$ cat config.mk
export PLATFORM = sky130hd
export DESIGN_NAME = hazard_ctrl_unit
export DESIGN_NICKNAME = d
export VERILOG_FILES = /design/src/rtl/cpu_ctrl_pkg.sv /design/src/rtl/fwd_select.sv /design/src/rtl/hazard_ctrl_unit.sv
export SDC_FILE = /design/constraint.sdc
export NUM_CORES = 1
export LEC_CHECK = 0
export BUFFER_PORTS_ARGS = -buffer_cell sky130_fd_sc_hd__buf_2
export CORE_MARGIN = 2
export CORE_UTILIZATION = 30
export CTS_BUF_LIST = sky130_fd_sc_hd__clkbuf_4
export CTS_CLUSTER_SIZE = 24
export DETAILED_ROUTE_END_ITERATION = 12
export GPL_ROUTABILITY_DRIVEN = 1
export GPL_TIMING_DRIVEN = 0
export SLEW_MARGIN = 40
export SYNTH_ARGS = -nofsm -noshare
export SYNTH_HDL_FRONTEND = slang
export SYNTH_SLANG_ARGS = --single-unit
$ cat constraint.sdc
create_clock -name Clk -period 2.16 [get_ports Clk]
set_clock_uncertainty 0.05 [all_clocks]
set_input_delay 0.216 -clock Clk [delete_from_list [all_inputs] [get_ports Clk]]
set_output_delay 0.216 -clock Clk [all_outputs]
set_load 0.05 [all_outputs]
$ cat src/rtl/cpu_ctrl_pkg.sv
// Shared types and constants for the PA-RISC pipeline control logic.
package cpu_ctrl_pkg;

    localparam int unsigned RD_W = 5;

    localparam logic [1:0] FW_RP  = 2'b00;
    localparam logic [1:0] FW_EX  = 2'b01;
    localparam logic [1:0] FW_MEM = 2'b10;
    localparam logic [1:0] FW_WB  = 2'b11;

    typedef enum logic {
        RUN     = 1'b0,
        NULLIFY = 1'b1
    } ctrl_state_e;

    typedef struct packed {
        logic [RD_W-1:0] rd;
        logic            we;
        logic            load;
    } sb_entry_t;

    // GR0 is hardwired to zero, so a write to it never produces a usable value
    function automatic logic sb_hit(input sb_entry_t e, input logic [RD_W-1:0] src);
        return e.we && (e.rd == src) && (src != '0);
    endfunction

endpackage

$ cat src/rtl/fwd_select.sv
// Priority compare of one ID source index against the EX/MEM/WB scoreboard.
module fwd_select
    import cpu_ctrl_pkg::*;
(
    input  logic [RD_W-1:0] src,
    input  logic            used,
    input  sb_entry_t       ex,
    input  sb_entry_t       mem,
    input  sb_entry_t       wb,
    output logic [1:0]      sel_c,
    output logic            load_hit_c
);

    // A load still in EX has no data yet: flag it instead of forwarding older copies
    always_comb begin
        sel_c      = FW_RP;
        load_hit_c = 1'b0;
        if (used) begin
            if (sb_hit(ex, src)) begin
                if (ex.load) begin
                    load_hit_c = 1'b1;
                end else begin
                    sel_c = FW_EX;
                end
            end else if (sb_hit(mem, src)) begin
                sel_c = FW_MEM;
            end else if (sb_hit(wb, src)) begin
                sel_c = FW_WB;
            end
        end
    end

endmodule

$ cat src/rtl/hazard_ctrl_unit.sv
// ID-stage pipeline controller: scoreboard, forwarding selects, load-use stall,
// taken-branch redirect and delay-slot nullification.
module hazard_ctrl_unit
    import cpu_ctrl_pkg::*;
#(
    parameter int unsigned REG_W = 5,
    parameter int unsigned CNT_W = 16
) (
    input  logic             Clk,
    input  logic             Rst,
    input  logic [REG_W-1:0] id_ra,
    input  logic [REG_W-1:0] id_rb,
    input  logic             id_ra_used,
    input  logic             id_rb_used,
    input  logic [REG_W-1:0] id_rd,
    input  logic             id_rf_le,
    input  logic             id_load,
    input  logic             id_branch,
    input  logic             id_taken,
    input  logic             id_nullify,
    output logic             pc_le,
    output logic             cu_s,
    output logic             if_s,
    output logic [1:0]       fw_pa_sel,
    output logic [1:0]       fw_pb_sel,
    output logic [CNT_W-1:0] stall_cnt,
    output logic [CNT_W-1:0] null_cnt
);

    localparam logic [CNT_W-1:0] CNT_MAX = '1;

    sb_entry_t        sb_ex;
    sb_entry_t        sb_mem;
    sb_entry_t        sb_wb;
    ctrl_state_e      state_q;
    ctrl_state_e      state_d;
    logic [1:0]       sel_a;
    logic [1:0]       sel_b;
    logic             hit_a;
    logic             hit_b;
    logic             hazard;
    logic             stall_inc;
    logic             null_inc;
    logic [CNT_W-1:0] stall_q;
    logic [CNT_W-1:0] null_q;

    fwd_select u_fwd_a (
        .src        (RD_W'(id_ra)),
        .used       (id_ra_used),
        .ex         (sb_ex),
        .mem        (sb_mem),
        .wb         (sb_wb),
        .sel_c      (sel_a),
        .load_hit_c (hit_a)
    );

    fwd_select u_fwd_b (
        .src        (RD_W'(id_rb)),
        .used       (id_rb_used),
        .ex         (sb_ex),
        .mem        (sb_mem),
        .wb         (sb_wb),
        .sel_c      (sel_b),
        .load_hit_c (hit_b)
    );

    assign hazard = hit_a | hit_b;

    // Scoreboard shift; an injected bubble enters EX as a non-writer
    always_ff @(posedge Clk or negedge Rst) begin
        if (!Rst) begin
            sb_ex  <= '0;
            sb_mem <= '0;
            sb_wb  <= '0;
        end else begin
            sb_wb     <= sb_mem;
            sb_mem    <= sb_ex;
            sb_ex.rd   <= RD_W'(id_rd);
            sb_ex.we   <= id_rf_le & ~cu_s;
            sb_ex.load <= id_load & ~cu_s;
        end
    end

    always_ff @(posedge Clk or negedge Rst) begin
        if (!Rst) begin
            state_q <= RUN;
        end else begin
            state_q <= state_d;
        end
    end

    // Control outputs are held at their reset values while Rst is low
    always_comb begin
        state_d   = state_q;
        pc_le     = 1'b1;
        cu_s      = 1'b0;
        if_s      = 1'b0;
        fw_pa_sel = FW_RP;
        fw_pb_sel = FW_RP;
        stall_inc = 1'b0;
        null_inc  = 1'b0;
        if (Rst) begin
            case (state_q)
                RUN: begin
                    if (hazard) begin
                        pc_le     = 1'b0;
                        cu_s      = 1'b1;
                        stall_inc = 1'b1;
                    end else begin
                        fw_pa_sel = sel_a;
                        fw_pb_sel = sel_b;
                        if (id_branch && id_taken) begin
                            if_s = 1'b1;
                            if (id_nullify) begin
                                state_d = NULLIFY;
                            end
                        end
                    end
                end
                NULLIFY: begin
                    cu_s     = 1'b1;
                    null_inc = 1'b1;
                    state_d  = RUN;
                end
                default: state_d = RUN;
            endcase
        end
    end

    // Saturating event counters
    always_ff @(posedge Clk or negedge Rst) begin
        if (!Rst) begin
            stall_q <= '0;
            null_q  <= '0;
        end else begin
            if (stall_inc && (stall_q != CNT_MAX)) begin
                stall_q <= stall_q + CNT_W'(1);
            end
            if (null_inc && (null_q != CNT_MAX)) begin
                null_q <= null_q + CNT_W'(1);
            end
        end
    end

    assign stall_cnt = stall_q;
    assign null_cnt  = null_q;

endmodule
==> out/qor.txt, run 1 <==
status: finished with violations
failing checks: negative setup slack
Pleak: 1.60 nW
Mapped Nets: 265
most frequent cells in the layout: buf_2, dfrtp_1, xnor2_1, xor2_1, nand4_1
# diodes: 0
sequential share of the synthesized area: 49.2%
post-route ant nets: 0
synthesized cell area: 2640 um^2
Post-DP Area: 3100 um^2
Hold Crit Depth: 2
most common cell after layout, fill and taps aside: buf_2
power share of the clock group: 26.8%
placed insts: 409
RSZ-0062 raised after global routing: yes
max_slew headroom: 58.2%
Initial Utilization: 30.6%
CP Data Required Time: 1.89 ns
worst hold slack: 0.0407 ns
Core ar.: 8640 um^2
clk buf depth: 2
fill count: 869
Peak VDD IR: 0.488 mV
final WL: 6.31 mm
initial antenna violation count: 0
nets: 350
Final Power: 2.06 mW
Ys Warns: 0
CP Max Fanout: 6
internal power: 1.42 mW
Cell Rows: 34
drt drc: 0
Worst Setup End Kind: output pin
crit share post-route: 110%
Worst-Skew Late Latency: 0.37 ns
Sum Neg Setup Slack: -1.34 ns
Reg power frac: 53.4%
Yosys cell types: 35
sw frac: 31.3%
DRT Pass-1 Iters: 4
Ports: 63
Power Density: 594 nW/um^2
PortBufs: 62
Area Overhead vs Synth: 31.4%
starting DRC count in detailed routing: 58
Core Util, Final: 40.2%
synthesis-stage register bit count: 52
DIE WIDTH: 97.9 um
largest net degree at the start of global routing: 59
Setup CP Type: reg2out
final hold violations: 0
max-cap violation count: 0
CTS HTree Levels: 2
pin slew with the least headroom to its limit: 0.622 ns
Hold Crit Class: in2reg
Non-Filler Instances: 433
clk root buf: clkbuf_4
DP Wirelength: 4.42 mm
max-slew violation count: 0
Max Freq: 421 MHz
Synth Instances: 239
clock sinks: 52
pre-CTS WS: -0.310 ns
die area: 9580 um^2
setup violators final: 7
final setup margin: -0.214 ns
clk slew on worst S/H paths: 0.16 ns
worst reg2reg path depth: 7
Worst Setup Start Kind: flip-flop
drt wl/cell: 14.6 um
syn avg cell area: 11.1 um^2
Die Ht: 97.9 um
Total Routing Usage GR: 13.1%
P_sw: 0.645 mW
CTS tree: built
first-pass GRT wire length: 10.2 mm
post-route cell area: 3470 um^2
vias in the first global route: 2,063
total gr overflow: 0
DR vias: 2,136
drt via density: 4.93
Tmin final: 2.37 ns
cts bufs inserted: 5
GP Congestion: 0.809
layout cells sized above 1: 32.0%
arrival time of the worst setup path: 2.11 ns
combinational share of power: 19.7%
[state kept, by name, indices dropped and copies added, names as in the netlist]
signal and flops:
stall_cnt 16, null_cnt 16, state_q 1, sb_ex 7, sb_mem 6, sb_wb 6
[power by group through the flow]
stage	clock [mW]	combinational, mW	sequential [mW]
3_3_place_gp	0	0.370	1.12
6_report	0.554	0.407	1.10
4_1_cts	0.586	0.395	1.10
2_1_floorplan	0	0.134	1.23
5_1_grt	0.627	0.437	1.11
3_5_place_dp	0	0.375	1.12
[repair_timing]
item,CTS,global route
resized for setup,23,8
setup buffers,6,1
hold endpoints to repair,57,54
hold buffers,5,4
endpoints found under the setup margin,7,18
pin swaps,11,4
[cell type report]
class                           instances  area, um^2  area share (%)
Clock buffer                            5        37.5            1.08
Multi-Input combinational cell        182        1390            40.1
Inverter                                3        11.3           0.324
Buffer                                  2        18.8           0.540
Timing Repair Buffer                   78         532            15.3
Sequential cell                        52        1310            37.6
Tap cell                              108         135            3.89
Clock inverter                          3        42.5            1.22
[kinds of logic (layout without fill, tap and decap cells)]
| group | count (synthesis) | after routing | synth area share [%] |
|---|---|---|---|
| buffers and inverters | 5 | 91 | 0.994 |
| flip-flops | 52 | 52 | 49.2 |
| multiplexers | 5 | 5 | 2.04 |
| AND/OR/NAND/NOR | 108 | 108 | 24.0 |
| AO/OA/AOI/OAI | 8 | 8 | 3.27 |
| XOR/XNOR | 59 | 59 | 19.6 |
| adder cells (fa/ha/maj) | 2 | 2 | 0.947 |
[cell usage after synthesis, drive strengths merged]
| cell | number | area [um^2] |
|---|---|---|
| nand3 | 16 | 80.1 |
| dfrtp | 52 | 1300 |
| a41o | 1 | 10.0 |
| xnor2 | 32 | 280 |
| mux2 | 3 | 33.8 |
| or2 | 2 | 12.5 |
| nand2b | 5 | 31.3 |
| a31oi | 1 | 6.26 |
| nand4 | 17 | 106 |
| nor3 | 5 | 25.0 |
| nor4b | 1 | 8.76 |
| xor2 | 27 | 236 |
| o21ai | 1 | 8.76 |
| ha | 2 | 25.0 |
| and2 | 2 | 12.5 |
| nor4 | 20 | 150 |
| mux2i | 2 | 20.0 |
| inv | 3 | 11.3 |
| nor2b | 2 | 12.5 |
| a22o | 1 | 10.0 |
| a22oi | 1 | 12.5 |
| buf | 1 | 11.3 |
| and4 | 1 | 8.76 |
| o2111a | 2 | 22.5 |
| nor2 | 11 | 62.6 |
| clkbuf | 1 | 3.75 |
| nand2 | 17 | 63.8 |
| or4 | 2 | 15.0 |
| o311ai | 1 | 16.3 |
| and3 | 7 | 43.8 |
[layer usage]
metal,vias to the layer above,share of wire [%],global-route usage (%)
li1,1029,-,-
met1,1064,42,16.6
met2,41,53,22.2
met3,2,4.3,3.15
met4,0,0.67,3.63
met5,-,0,0
[critical path, cell delays in order (launching register included)]
cell and delay, ns:
dfrtp_1 0.45, xor2_1 0.20, nor4_4 0.34, a22o_2 0.24, buf_8 0.13, nor2_8 0.05
and3_4 0.19, buf_8 0.14
[path summary, 6_finish.rpt]
check,startpoint,end,slack [ns]
setup / recovery,sb_ex[5],fw_pa_sel[0],-0.21
hold / removal,id_taken,state_q,0.04
setup reg to reg,sb_ex[5],stall_cnt[14],0.01
hold reg to reg,sb_mem[1],sb_wb[1],0.40
max in group asynchronous,Rst,stall_cnt[0],1.37
min in group asynchronous,Rst,state_q,0.43
No activity file was read; power rests on OpenSTA's default activity.
==> inputs of run 2 (changes only) <==
Settings changed: SETUP_SLACK_MARGIN set to 0.4.
==> out/qor.txt, run 2 (same netlist as run 1, synthesis figures left out) <==
status: finished with violations
failing checks: negative hold slack, negative setup slack
Peak VDD IR: 0.662 mV
worst reg2reg path depth: 11
Worst Setup End Kind: output pin
DRT Pass-1 Iters: 4
reg2reg setup slack: -0.04 ns
Max Freq: 411 MHz
# diodes: 0
worst hold slack: -0.277 ns
die area: 9580 um^2
final WL: 6.66 mm
vias in the first global route: 2,265
most common cell after layout, fill and taps aside: buf_2
nets: 376
Worst Setup Start Kind: flip-flop
CP Data Required Time: 1.89 ns
layout cells sized above 1: 55.0%
arrival time of the worst setup path: 2.17 ns
clk buf depth: 2
CP Max Fanout: 6
Core ar.: 8640 um^2
DP Wirelength: 4.58 mm
register area: 1340 um^2
cts bufs inserted: 5
Area Overhead vs Synth: 50.9%
Power Density: 530 nW/um^2
Non-Filler Instances: 459
initial antenna violation count: 0
CTS tree: built
Setup CP Type: reg2out
drt wl/cell: 14.5 um
CP endpoint: if_s
Sum Neg Setup Slack: -1.84 ns
Multi-input gate area: 1680 um^2
drt drc: 0
max_slew headroom: 64.8%
Hold Crit Class: in2async
most frequent cells in the layout: buf_2, dfrtp_2, buf_4, xnor2_1, xor2_1
largest net degree at the start of global routing: 59
first-pass GRT wire length: 11.0 mm
starting DRC count in detailed routing: 82
clk slew on worst S/H paths: 0.17 ns
pre-CTS WS: -0.322 ns
RR Startpoint: sb_ex[6]
DIE WIDTH: 97.9 um
clk root buf: clkbuf_4
Die Ht: 97.9 um
final hold violations: 52
Ports: 63
GP Congestion: 0.806
PortBufs: 62
Initial Utilization: 30.6%
Total Routing Usage GR: 14.2%
setup violators final: 12
clock sinks: 52
RR Endpoint: stall_cnt[5]
post-route ant nets: 0
max-slew violation count: 0
Pleak: 1.81 nW
Tmin final: 2.43 ns
CTS HTree Levels: 2
crit share post-route: 113%
Cell Rows: 34
total gr overflow: 0
RSZ-0062 raised after global routing: yes
drt via density: 4.93
pin slew with the least headroom to its limit: 0.527 ns
Core Util, Final: 46.2%
max-cap violation count: 0
fill count: 838
DR vias: 2,263
placed insts: 409
CP startpoint: sb_ex[3]
Worst-Skew Late Latency: 0.38 ns
final setup margin: -0.275 ns
-- run 2: how the worst min path moves through the flow --
stage                  start            to  slack [ns]  cells after the start
floorplan                Rst   null_cnt[0]       -0.13                      0
global placement    id_rd[2]      sb_ex[4]        0.28                      1
detailed placement       Rst  null_cnt[15]        0.27                      1
CTS                      Rst       state_q       -0.17                      1
global route             Rst     sb_mem[6]       -0.29                      1
finish                   Rst   null_cnt[1]       -0.28                      1
-- run 2: power breakdown --
part           switching, mW  total [mW]  internal, mW
clock                  0.339       0.477         0.137
sequential            0.0828        1.12          1.04
combinational          0.300       0.519         0.218
total                  0.722        2.11          1.39
-- run 2: cell type report --
| cell class | count | area share [%] |
|---|---|---|
| clock buffer | 5 | 0.941 |
| tap | 108 | 3.39 |
| timing repair buffer | 104 | 18.5 |
| sequential | 52 | 33.6 |
| inverter | 3 | 0.282 |
| multi-input combinational | 182 | 42.1 |
| buffer | 2 | 0.502 |
| clock inverter | 3 | 0.690 |
-- run 2: metrics by stage --
| step | instance area, um^2 | hold WS, ns | power [mW] |
|---|---|---|---|
| 2_1_floorplan | 2850 | -0.130 | 1.41 |
| 3_3_place_gp | 3290 | 0.275 | 1.54 |
| 3_5_place_dp | 3290 | 0.272 | 1.55 |
| 4_1_cts | 3740 | -0.173 | 2.07 |
| 5_1_grt | 3990 | -0.288 | 2.24 |
| 6_report | 3990 | -0.277 | 2.11 |
-- run 2: timing repair --
action                                  in CTS  in global routing
pin swaps                                   19                 19
resized for setup                           40                 25
setup buffers                               19                 16
gates cloned                                 0                  0
endpoints found under the setup margin      33                 38
endpoints found under the hold margin       58                 53
hold buffers                                 6                  1
-- run 2: routing by layer --
metal | vias up | global-route usage (%) | part of all wire [%]
met5 | - | 0 | 0
met1 | 1140 | 17.7 | 43
met4 | 0 | 4.91 | 1.4
met3 | 6 | 2.51 | 3.0
li1 | 1083 | - | -
met2 | 34 | 24.6 | 53
-- run 2: critical path: stages, from the launching register on --
cell     delay, ns
dfrtp_1       0.47
xnor2_2       0.15
nand3_2       0.11
nor4_4        0.31
a22o_2        0.23
buf_8         0.13
nor2_8        0.04
and3_4        0.20
buf_8         0.14
